## src/rtl/init_rom.sv

```systemverilog
// ILI9341 init/pixel lookup: maps a sequence index to {dc, byte} plus a post-delay, registered.
// Define LCD_ROM_FAST_SIM_EN for short delays and a 32x24 frame in simulation.
module init_rom #(
  parameter int INIT_LIST_LENGTH = 46,
`ifdef LCD_ROM_FAST_SIM_EN
  parameter int DATA_LIST_LENGTH = 46 + 32*24*2,
`else
  parameter int DATA_LIST_LENGTH = 46 + 320*240*2,
`endif
  parameter int MAX_DELAY_COUNT  = 10000000,
  parameter int DELAY_LONG       = 2400000,
  localparam int ADDR_W  = $clog2(DATA_LIST_LENGTH),
  localparam int DELAY_W = $clog2(MAX_DELAY_COUNT)
) (
  input  logic               clk,
  input  logic               rst,
  input  logic [ADDR_W-1:0]  addr,
  input  logic [15:0]        color,
  output logic [8:0]         data,
  output logic [DELAY_W-1:0] delay
);

  localparam logic [ADDR_W-1:0] INIT_END = ADDR_W'(INIT_LIST_LENGTH);
  localparam logic [ADDR_W-1:0] DATA_END = ADDR_W'(DATA_LIST_LENGTH);
  localparam logic [ADDR_W-1:0] SLPOUT_A = ADDR_W'(33);
`ifdef LCD_ROM_FAST_SIM_EN
  localparam logic [DELAY_W-1:0] LONG_D = DELAY_W'(16);
`else
  localparam logic [DELAY_W-1:0] LONG_D = DELAY_W'(DELAY_LONG);
`endif

  // Controller init list: bit 8 is dc (0 = command, 1 = parameter).
  function automatic logic [8:0] init_word(input logic [5:0] i);
    case (i)
      6'd0:  init_word = 9'h001;
      6'd1:  init_word = 9'h028;
      6'd2:  init_word = 9'h0CF;
      6'd3:  init_word = 9'h100;
      6'd4:  init_word = 9'h1C1;
      6'd5:  init_word = 9'h130;
      6'd6:  init_word = 9'h0CB;
      6'd7:  init_word = 9'h139;
      6'd8:  init_word = 9'h12C;
      6'd9:  init_word = 9'h100;
      6'd10: init_word = 9'h134;
      6'd11: init_word = 9'h102;
      6'd12: init_word = 9'h0F7;
      6'd13: init_word = 9'h120;
      6'd14: init_word = 9'h0EA;
      6'd15: init_word = 9'h100;
      6'd16: init_word = 9'h100;
      6'd17: init_word = 9'h0C0;
      6'd18: init_word = 9'h123;
      6'd19: init_word = 9'h0C1;
      6'd20: init_word = 9'h110;
      6'd21: init_word = 9'h0C5;
      6'd22: init_word = 9'h13E;
      6'd23: init_word = 9'h128;
      6'd24: init_word = 9'h0C7;
      6'd25: init_word = 9'h186;
      6'd26: init_word = 9'h036;
      6'd27: init_word = 9'h148;
      6'd28: init_word = 9'h03A;
      6'd29: init_word = 9'h155;
      6'd30: init_word = 9'h0B1;
      6'd31: init_word = 9'h100;
      6'd32: init_word = 9'h118;
      6'd33: init_word = 9'h011;
      6'd34: init_word = 9'h029;
      6'd35: init_word = 9'h02A;
      6'd36: init_word = 9'h100;
      6'd37: init_word = 9'h100;
      6'd38: init_word = 9'h100;
      6'd39: init_word = 9'h1EF;
      6'd40: init_word = 9'h02B;
      6'd41: init_word = 9'h100;
      6'd42: init_word = 9'h100;
      6'd43: init_word = 9'h101;
      6'd44: init_word = 9'h13F;
      6'd45: init_word = 9'h02C;
      default: init_word = 9'h000;
    endcase
  endfunction

  logic [8:0]         nxt_data;
  logic [DELAY_W-1:0] nxt_delay;

  // The init list length is even, so pixel parity is simply addr[0].
  always_comb begin
    nxt_data  = 9'h000;
    nxt_delay = '0;
    if (addr < INIT_END) begin
      nxt_data = init_word(addr[5:0]);
      if (addr == '0 || addr == SLPOUT_A) nxt_delay = LONG_D;
    end else if (addr < DATA_END) begin
      nxt_data = {1'b1, addr[0] ? color[7:0] : color[15:8]};
    end
  end

  always_ff @(posedge clk) begin
    if (rst) begin
      data  <= 9'h000;
      delay <= '0;
    end else begin
      data  <= nxt_data;
      delay <= nxt_delay;
    end
  end

endmodule

```

## config.mk

```make
export PLATFORM = sky130hd
export DESIGN_NAME = init_rom
export DESIGN_NICKNAME = d
export VERILOG_FILES = /design/src/rtl/init_rom.sv
export SDC_FILE = /design/constraint.sdc
export NUM_CORES = 1
export LEC_CHECK = 0
export ABC_AREA = 1
export CAP_MARGIN = 30
export CORE_ASPECT_RATIO = 1.75
export CORE_MARGIN = 4
export CORE_UTILIZATION = 24
export CTS_CLUSTER_SIZE = 10
export DETAILED_ROUTE_END_ITERATION = 12
export GPL_TIMING_DRIVEN = 0
export HOLD_SLACK_MARGIN = 0.08
export MAX_ROUTING_LAYER = met4
export SLEW_MARGIN = 20
export SYNTH_ARGS = -nofsm -noshare
export SYNTH_HDL_FRONTEND = slang
export SYNTH_SLANG_ARGS = --single-unit
```

## constraint.sdc

```tcl
create_clock -name clk -period 4.9 [get_ports clk]
set_clock_uncertainty 0.2 [all_clocks]
set_input_delay 0.98 -clock clk [delete_from_list [all_inputs] [get_ports clk]]
set_output_delay 0.98 -clock clk [all_outputs]
set_load 0.05 [all_outputs]
```

* Word level (Yosys, flattened, before mapping) *
Memories as Yosys holds them, arrays and structs flattened.
Index checks and enable logic that the tools add are counted.

cells by class
  muxes and demuxes = 4
  reduce and logical (&&, ||, !) cells = 3
  $lt $le $gt $ge = 2
  equality and inequality tests = 1
  bitwise gates (word level) = 1

operators by type and width
  cell                                                                            count
  22-bit two-way mux                                                              1
  18-bit by 6-bit equality test with 1-bit output (second input constant)         1
  18-bit logical NOT                                                              1
  18-bit less-than comparator (second input constant)                             1
  18-bit by 6-bit less-than comparator with 1-bit output (second input constant)  1
  9-bit two-way mux                                                               2
  8-bit two-way mux                                                               1
  2-bit OR reduction                                                              1
  1-bit logical OR                                                                1
  1-bit inverter                                                                  1

word-level totals
  bits in read-only memories = 576
  flip-flop bits (word level) = 33
  word-level logic and storage cells = 14
  input bits = 36
  memories kept = 1
  output and inout port bits = 33

memories
  memory           depth  width  rd ports  clocked after memory_dff  wr ports  line  source
  (no name shown)  64     9      1         0                         0         34    case (i)

* Depth between registers and ports, before layout *
  depth in word-level cells = 3
  mapped depth = 11

* Worst setup path after synthesis *
OpenSTA, ideal clock, no wires.

  kind = input to register
  from = in addr[0]
  to = reg data[0]
  slack = 2.574 ns
  data arrival time = 1.995 ns
  buffers on the path = 1
  required time = 4.568 ns
  stages = 11
  cell sequence = inv_2 buf_2 ha_1 nand2_1 inv_1 nor2_1 o21ai_0 nand2_1 nand3_1 nand2_1 a21oi_1

on the way
  cells in the longest elaborated chain, start to end = 3
  elaborated cells on any way between the ends = 6
  classes of those cells = order compare (2); mux (3); memory (1)

ends and longest elaborated chain
  item                                                              line    source
  start: declaration                                                17      input logic [ADDR_W-1:0] addr,
  18-bit less-than comparator or 8-bit two-way mux (tied branches)  95, 96
  9-bit two-way mux                                                 95      end else if (addr < DATA_END) begin
  9-bit two-way mux *                                               92      if (addr < INIT_END) begin
  end signal: assignment                                            105     data <= nxt_data;
  end: declaration                                                  19      output logic [8:0] data,

Every way passes the cells marked *; elsewhere a longest branch is shown, timed or not.
A chain may end at the register's enable or synchronous reset.

* Worst setup path after layout *
  from = in addr[0]
  to = reg data[4]

The elaborated chain is that of the path after synthesis.

==> results_dict.tcl <==
set metrics [dict create \
    cts_sinks 10 \
    hold_viol_final 0 \
    grt_overflow_total 0 \
    dp_hpwl_um 4326 \
    worstSetupPathType "input port to flip-flop" \
    ys_types 27 \
    use_met1_pct 14.01 \
    synth_seq_area_share_pct 13.45 \
    worstMarginPinSlew_ps 521.8 \
    track_usage_pct 14.34 \
    grtUsageMet2_pct 25.83 \
    cts-root-buf "clkbuf_8" \
    post_drt_wl_per_cell_um 12.25 \
    clkTransAtPathRegs_ps 50 \
    synth_largest_area_cell "nand2_1" \
    fin_nets 381 \
    crit_fanout 12 \
    routed_wl_um 5085 \
    end_kind "flip-flop" \
    rsz0062_at_grt "false" \
    first_pass_iters 4 \
    dp_cells 411 \
    clock_path_buffers 2 \
    grt_max_degree 13 \
    whs_ps 946.8 \
    dieWidth_um 67.54 \
    rows 37 \
    crit_buf_inv 4 \
    startpoint_type "input port" \
    crit_slowest_cell "clkdlybuf4s50_1" \
    pre_cts_ws_ps 1589 \
    drc_errors 0 \
    cp_cell_sequence "clkdlybuf4s50_1 -> inv_2 -> buf_2 -> ha_1 -> nand2_1 -> inv_1 -> nand2_1 -> o21ai_1 -> nand2_1 -> nand3_1 -> nand2_1 -> a21oi_1" \
    portBuffers 49 \
    initial_utilization_pct 24.93 \
    maxSlewViolCount 0 \
    synth_common_cells "nand2_1, nand3_1, buf_4, nor2_1" \
    dr.first_iter.drc_count 113 \
    critPathRequiredTime_ps 4860 \
    tritoncts "done" \
    cap_violations 0 \
    arrival_ps 3070 \
    synth_top_cell_area_share_pct 25.97 \
    yosysWarnings 0 \
    p_leak_nw 1.093 \
    synthFlopType "dfxtp_1" \
    cpLargestDelayFamily "buffers and inverters" \
    die-area_um2 7578 \
    setup_slack_ps 1789 \
    cts_setup_buffers 0 \
    ys_ff_latch 10 \
    synth_edf_count 0 \
    synthArstFlopShare_pct 0 \
    status "complete, no violations" \
    grt_pass1_wl_um 8459 \
    ir_worst_vdd_mv 0.06216 \
    yosysMostFrequentCell "nand2_1" \
    syn_inst 269 \
    antenna_found_initial 0 \
    max_stage_delay_ps 520 \
    setup_viol 0 \
    grt_util_met3_pct 2.002 \
    ios 69 \
    synthTopCellsByArea "nand2_1, dfxtp_1, buf_4" \
    avgSynthCellArea_um2 5.535 \
    syn_area_um2 1489 \
    diodes 0 \
    drive_gt1_share_pct 13.65 \
    final_util_pct 36.64 \
    setup_tns_ps 0 \
    fmax_ghz 0.3214 \
    vias 1831 \
    final_cells 415 \
    crit_top_cell "nand2_1" \
    ant_nets 0 \
    min_period_over_period_pct 63.50 \
    grt_pass1_vias 1834 \
    slew_headroom_pct 65.11 \
    cts_made_buffers 3 \
    die_h_um 112.2 \
    power_density_nw_per_um2 167.1 \
    place.gp.congestion 1.006 \
    grt.busiest_layer "met2" \
    cts_hold_buffers 0 \
    vias_per_cell 4.412 \
    fin_crit_ps 3111 \
    syn2layout_area_growth_pct 46.97 \
    coreArea_um2 5972 \
    ctsResizeCount 0 \
    h-tree-depth 1 \
    hold_path_class "input port to flip-flop" \
]
## where the power goes
| group | switching, mW | internal (mW) |
|---|---|---|
| combinational | 0.110 | 0.0681 |
| sequential | 0.000986 | 0.0858 |
| clock | 0.0306 | 0.0705 |
## routing by layer
metal  vias up  wire length (um)
met3        15               380
li1        973                 -
met2        83              2794
met4         0               212
met5         -                 0
met1       760              1698
## registers in the layout (all words and copies together) (netlist names)
register and cells:
data 9, delay 1
## cell type report
cell class | count | area (um2)
Multi-Input combinational cell | 222 | 1031
Sequential cell | 10 | 200.2
Timing Repair Buffer | 49 | 490.5
Buffer | 34 | 246.5
Clock buffer | 4 | 55.05
Tap cell | 78 | 97.59
Fill cell | 660 | 3784
Inverter | 18 | 67.56
## layout by cell type, fill, tap and decap left out, types with 2 or more instances in the layout
master | netlist | routed
nand2_1 | 103 | 103
clkdlybuf4s50_1 | 0 | 49
nand3_1 | 35 | 35
buf_4 | 26 | 26
nor2_1 | 18 | 18
conb_1 | 1 | 16
inv_1 | 13 | 13
a21oi_1 | 13 | 13
dfxtp_1 | 10 | 10
nand4_1 | 9 | 9
ha_1 | 7 | 7
inv_2 | 5 | 5
buf_2 | 5 | 5
o21ai_1 | 5 | 5
clkbuf_8 | 0 | 4
o21ai_0 | 3 | 3
nand3b_1 | 3 | 3
buf_6 | 2 | 2
## cells by family after synthesis
group / after synthesis / share of synthesized area [%]
AOI/OAI and AO/OA: 25 / 9.076
adders and majority gates: 7 / 5.882
buffers and inverters: 52 / 21.09
DFF: 10 / 13.45
other: 1 / 0.2519
and+or+nand+nor: 174 / 50.25
## path summary, 6_finish.rpt
| kind | from | to | cells after the start |
|---|---|---|---|
| worst min-delay path | rst | data[4] | 2 |
| worst max-delay path | addr[0] | data[4] | 12 |
## metrics by stage
step	total power [mW]	cell area, um2
2_1_floorplan	0.2073	1545
3_3_place_gp	0.2648	2133
3_5_place_dp	0.2645	2133
4_1_cts	0.3671	2188
5_1_grt	0.3905	2188
6_report	0.3658	2188
Note: power is estimated with default switching activity, not from simulation.
